==> src/rtl/blink_period_meter.sv <==
// blink_period_meter: measures the edge-to-edge half-period of an asynchronous blink input
//   Ports: clk (40 MHz), rst (async, active-high), sig_in (async blink input)
//          half_period  [CNT_W] last measured edge-to-edge distance in clk cycles
//          period_valid         one-cycle pulse when half_period updates
//          locked               LOCK_CNT consecutive intervals within TOL of their predecessor
//          stuck / stuck_level  no edge for TIMEOUT cycles / synchronized level at that moment
//   Optional glitch filter: define BLINK_METER_GLITCH_FILTER_EN (uses FILT_LEN).
module blink_period_meter #(
    parameter int CNT_W    = 32,
    parameter int TIMEOUT  = 40_000_000,
    parameter int LOCK_CNT = 4,
    parameter int TOL      = 2,
    parameter int FILT_LEN = 4
) (
    input  logic             clk,
    input  logic             rst,
    input  logic             sig_in,
    output logic [CNT_W-1:0] half_period,
    output logic             period_valid,
    output logic             locked,
    output logic             stuck,
    output logic             stuck_level
);
    localparam int MW = $clog2(LOCK_CNT + 1);
    localparam logic [CNT_W-1:0] TMO = CNT_W'(TIMEOUT);
    localparam logic [MW-1:0] LCK = MW'(LOCK_CNT);
    typedef enum logic [1:0] {IDLE, ARMED, MEAS} state_t;
    state_t state, state_n;
    logic s1, s2, sig_edge, timeout;
    logic [CNT_W-1:0] cnt, meas, diff, prev, prev_n, hp_n;
    logic [MW-1:0] match_cnt, match_n;
    logic pv_n, lk_n, st_n, sl_n;

    always_ff @(posedge clk or posedge rst)
        if (rst) begin
            s1 <= 1'b0;
            s2 <= 1'b0;
        end else begin
            s1 <= sig_in;
            s2 <= s1;
        end

`ifdef BLINK_METER_GLITCH_FILTER_EN
    localparam int FW = $clog2(FILT_LEN + 1);
    logic flt;
    logic [FW-1:0] fcnt;
    // flt is the accepted level; s2 must disagree with it for FILT_LEN cycles in a row
    assign sig_edge = (s2 != flt) && (fcnt == FW'(FILT_LEN - 1));
    always_ff @(posedge clk or posedge rst)
        if (rst) begin
            flt  <= 1'b0;
            fcnt <= '0;
        end else begin
            fcnt <= (s2 == flt || sig_edge) ? '0 : fcnt + 1'b1;
            flt  <= sig_edge ? s2 : flt;
        end
`else
    logic s3;
    always_ff @(posedge clk or posedge rst)
        if (rst) s3 <= 1'b0;
        else     s3 <= s2;
    assign sig_edge = s2 ^ s3;
`endif

    // meas is the exact distance to the previous edge; an edge landing on the timeout cycle wins
    assign meas    = cnt + 1'b1;
    assign timeout = !sig_edge && (meas == TMO);
    assign diff    = (meas >= prev) ? meas - prev : prev - meas;

    always_ff @(posedge clk or posedge rst)
        if (rst) state <= IDLE;
        else     state <= state_n;

    always_comb begin
        state_n = state;
        prev_n  = prev;
        match_n = match_cnt;
        hp_n    = half_period;
        pv_n    = 1'b0;
        lk_n    = locked;
        st_n    = stuck;
        sl_n    = stuck_level;
        if (sig_edge && state == IDLE) begin
            state_n = ARMED;
            st_n    = 1'b0;
            match_n = '0;
        end else if (sig_edge) begin
            // every edge after arming reports; only MEAS already holds a prev to compare with
            state_n = MEAS;
            prev_n  = meas;
            hp_n    = meas;
            pv_n    = 1'b1;
            if (state == MEAS && diff <= CNT_W'(TOL)) begin
                match_n = (match_cnt == LCK) ? match_cnt : match_cnt + 1'b1;
                lk_n    = locked | (match_n == LCK);
            end else if (state == MEAS) begin
                match_n = '0;
                lk_n    = 1'b0;
            end
        end else if (timeout) begin
            state_n = IDLE;
            st_n    = 1'b1;
            sl_n    = s2;
            lk_n    = 1'b0;
            match_n = '0;
        end
    end

    always_ff @(posedge clk or posedge rst)
        if (rst) begin
            cnt          <= '0;
            prev         <= '0;
            match_cnt    <= '0;
            half_period  <= '0;
            period_valid <= 1'b0;
            locked       <= 1'b0;
            stuck        <= 1'b0;
            stuck_level  <= 1'b0;
        end else begin
            cnt          <= sig_edge ? '0 : (meas == TMO ? cnt : meas);
            prev         <= prev_n;
            match_cnt    <= match_n;
            half_period  <= hp_n;
            period_valid <= pv_n;
            locked       <= lk_n;
            stuck        <= st_n;
            stuck_level  <= sl_n;
        end
endmodule
==> config.mk <==
export PLATFORM = sky130hd
export DESIGN_NAME = blink_period_meter
export DESIGN_NICKNAME = d
export VERILOG_FILES = /design/src/rtl/blink_period_meter.sv
export SDC_FILE = /design/constraint.sdc
export NUM_CORES = 1
export LEC_CHECK = 0
export ABC_AREA = 1
export CAP_MARGIN = 20
export CORE_AREA = 2 2 151 153
export CTS_BUF_LIST = sky130_fd_sc_hd__clkbuf_8
export DETAILED_ROUTE_END_ITERATION = 7
export DIE_AREA = 0 0 153 155
export GPL_ROUTABILITY_DRIVEN = 1
export SYNTH_ARGS = -nofsm -noshare
export SYNTH_HDL_FRONTEND = slang
export SYNTH_SLANG_ARGS = --single-unit
==> constraint.sdc <==
create_clock -name clk -period 6.8 [get_ports clk]
set_input_delay 1.36 -clock clk [delete_from_list [all_inputs] [get_ports clk]]
set_output_delay 1.36 -clock clk [all_outputs]
set_load 0.1 [all_outputs]
==> impl_metrics.ini <==
[cells_and_area]
nNetsFinal = 1641
diodes = 0
multi_input_area_sq_um = 5660
area_growth_pct = 10.5
fin_cells = 1860
final_util_pct = 43.5
fillers = 2497
layout-drive-gt1-share_pct = 3.62
regArea_sq_um = 1900

[grt]
grt_pass1_vias = 8789
track_usage_pct = 24.1
grt_max_degree = 77
antenna_found_initial = 0
grt_pass1_wl_um = 45300
overflow = 0

[yosys]
synthCells = 1534
yosys.area.top_type = nand2_1
yosysSeqAreaShare_pct = 21.7
synth_area_sq_um = 8750
synthDistinctLibCells = 41
synthDominantCellAreaShare_pct = 26.2
syn_area_per_cell_sq_um = 5.70
yosys-top-cells-count = nand2_1, inv_1, nor2_1
ys.flop_type = dfrtp_1
ys_seq_elements = 76
synth_most_common_cell = nand2_1
yosysWarnings = 0
syn_nets = 1605
postSynth.asyncResetShare_pct = 100
synth_edf_count = 0
netlist_top_cells_area = nand2_1, dfrtp_1, inv_1, ha_1, nor2_1

[floorplanning]
pin_count = 39
start_util_pct = 39.4
die_x_um = 153
fp.dieArea_sq_um = 23700
coreArea_sq_um = 22200
rows = 55
die_h_um = 155

[worst_setup_path]
critPathRequiredTime_ps = 7090
crit_buf_inv = 1
end_kind = register
crit_type = register to register
worstPathCellList = ha_1 -> nand2_1 -> nor2_1 -> nand2_1 -> nor2_1 -> nand2_1 -> xor2_1 -> inv_1 -> ha_1 -> nand2_1 -> nor2_1 -> nand2_1 -> nor3_4 -> nand2_2 -> nand2_4 -> nand2_1 -> nand2_1 -> nand2_1 -> nor2_1 -> nand3_1 -> nor2_2 -> nand3_1 -> nand2_1
cp_slowest_cell = dfrtp_1
critPathArrivalTime_ps = 4800
cpMostUsedCell = nand2_1
crit_fanout = 19
crit_family = simple AND/OR/NAND/NOR gates
start_kind = register
slowest_delay_ps = 500

[clocking]
clk_pin_slew_worst_paths_ps = 90
clkSinkCount = 76
htreeDepth = 3
cts_buffers = 9
postCtsSetupRepairBufs = 0
root_buffer = clkbuf_8
clock_path_buffers = 2
cts_tree = done
cts_resized = 0
clk_latency_ps = 350
cts_hold_buf = 0

[route]
wire_per_inst_um = 15.3
first_iter_violations = 675
drc = 0
dr.pass1.iters = 5
antenna_left = 0
vias_per_cell = 4.96
num_vias = 9230
wirelength_um = 28400

[timing]
tightest_slew_ps = 986
finalSetupViolations = 0
max_slew_margin_pct = 34.1
finalMaxSlewViolations = 0
rsz0062_at_grt = false
skew_ps = 15.1
max_freq_mhz = 222
whs_ps = 363
period_share_pct = 66.3
final_hold_viol_count = 0
tns_ps = 0
min_period_ps = 4510
fin_ws_ps = 2290

[power]
power.leakage_nw = 5.71
ir_drop_v = 0.000103
power_density_nw_per_um2 = 212

[placed_design]
io_buffers = 38
place_inst = 1843
place_ws_ps = 2390
place_congestion = 0.958
dpl.hpwl_um = 23900

[outcome]
status = finished, final reports clean

[min_path]
hp-class = register to register

[run]
maxCapViolCount = 0
## final cells by class
class,instances,area share [%]
well taps,285,3.69
multi-input cells,1146,58.6
inverters,295,11.5
repair buffers,42,4.45
clock inverters,5,0.621
clock buffers,11,1.57
flip-flops and latches,76,19.7
## report_power, final
group	internal, mW	switching [mW]
Combinational	0.366	0.830
Clock	0.190	0.182
Sequential	0.467	0.0167
Total	1.02	1.03
## worst register-to-register path: cells and delay by family (launching register included)
family,cells,cell delay (ps)
AND/OR/NAND/NOR,19,2850
XOR/XNOR,1,330
flip-flops,1,500
buffers and inverters,1,80
adder cells (fa/ha/maj),2,680
## metrics by stage
stage / power (mW) / cell area, sq um
6_report: 2.05 / 9670
5_1_grt: 2.24 / 9670
4_1_cts: 2.05 / 9640
3_5_place_dp: 1.67 / 9430
3_3_place_gp: 1.67 / 9430
2_1_floorplan: 1.40 / 8750
## cell families (layout without fill, tap and decap cells)
group | count (synthesis) | in the layout | synth area share [%]
and+or+nand+nor | 917 | 917 | 43.3
buffers and inverters | 312 | 353 | 13.6
AOI/OAI and AO/OA | 131 | 131 | 8.34
DFF | 76 | 76 | 21.7
adders and majority gates | 68 | 68 | 9.90
xor gates and xnor gates | 30 | 30 | 3.18
## path summary, 6_finish.rpt
| kind | start | to | slack (ps) | cells after the start |
|---|---|---|---|---|
| max | cnt[0] | match_cnt[0] | 2290 | 23 |
| min | s1 | s2 | 360 | 0 |
| max reg2reg | cnt[0] | match_cnt[0] | 2290 | 23 |
| min reg2reg | s1 | s2 | 360 | 0 |
| max in group asynchronous | rst | cnt[21] | 4870 | 4 |
| min in group asynchronous | rst | cnt[5] | 1340 | 3 |
## layout by cell type, fill, tap and decap left out, types with 2 or more instances in the layout
cell type,count
nand2_1,611
inv_1,290
nor2_1,150
nand3_1,96
dfrtp_1,76
ha_1,66
o21ai_0,57
a21oi_1,46
clkdlybuf4s50_1,38
nand4_1,24
xor2_1,24
o21bai_1,13
clkbuf_8,11
nand2_2,7
nor2_2,7
nand3_2,4
nand2_4,4
xnor2_1,4
nor3_1,4
o22ai_1,4
a21o_1,3
inv_2,3
or2_2,3
buf_4,3
nor2_4,2
clkinv_1,2
xor2_2,2
nor3_4,2
o21a_1,2
fa_1,2
clkinv_4,2
## metal layers
metal / vias up / share of wire (%) / global-route usage [%]
met5: - / 0 / 0
met4: 0 / 3.8 / 9.35
met3: 59 / 4.2 / 1.89
met2: 242 / 44 / 39.9
met1: 4189 / 48 / 33.0
li1: 4740 / - / -
## sequential cells by signal (all words and copies together) (netlist names)
signal        cells
stuck             1
stuck_level       1
match_cnt         3
s1                1
prev             32
state             2
s2                1
period_valid      1
cnt              32
s3                1
locked            1
Note: power is estimated with default switching activity, not from simulation.
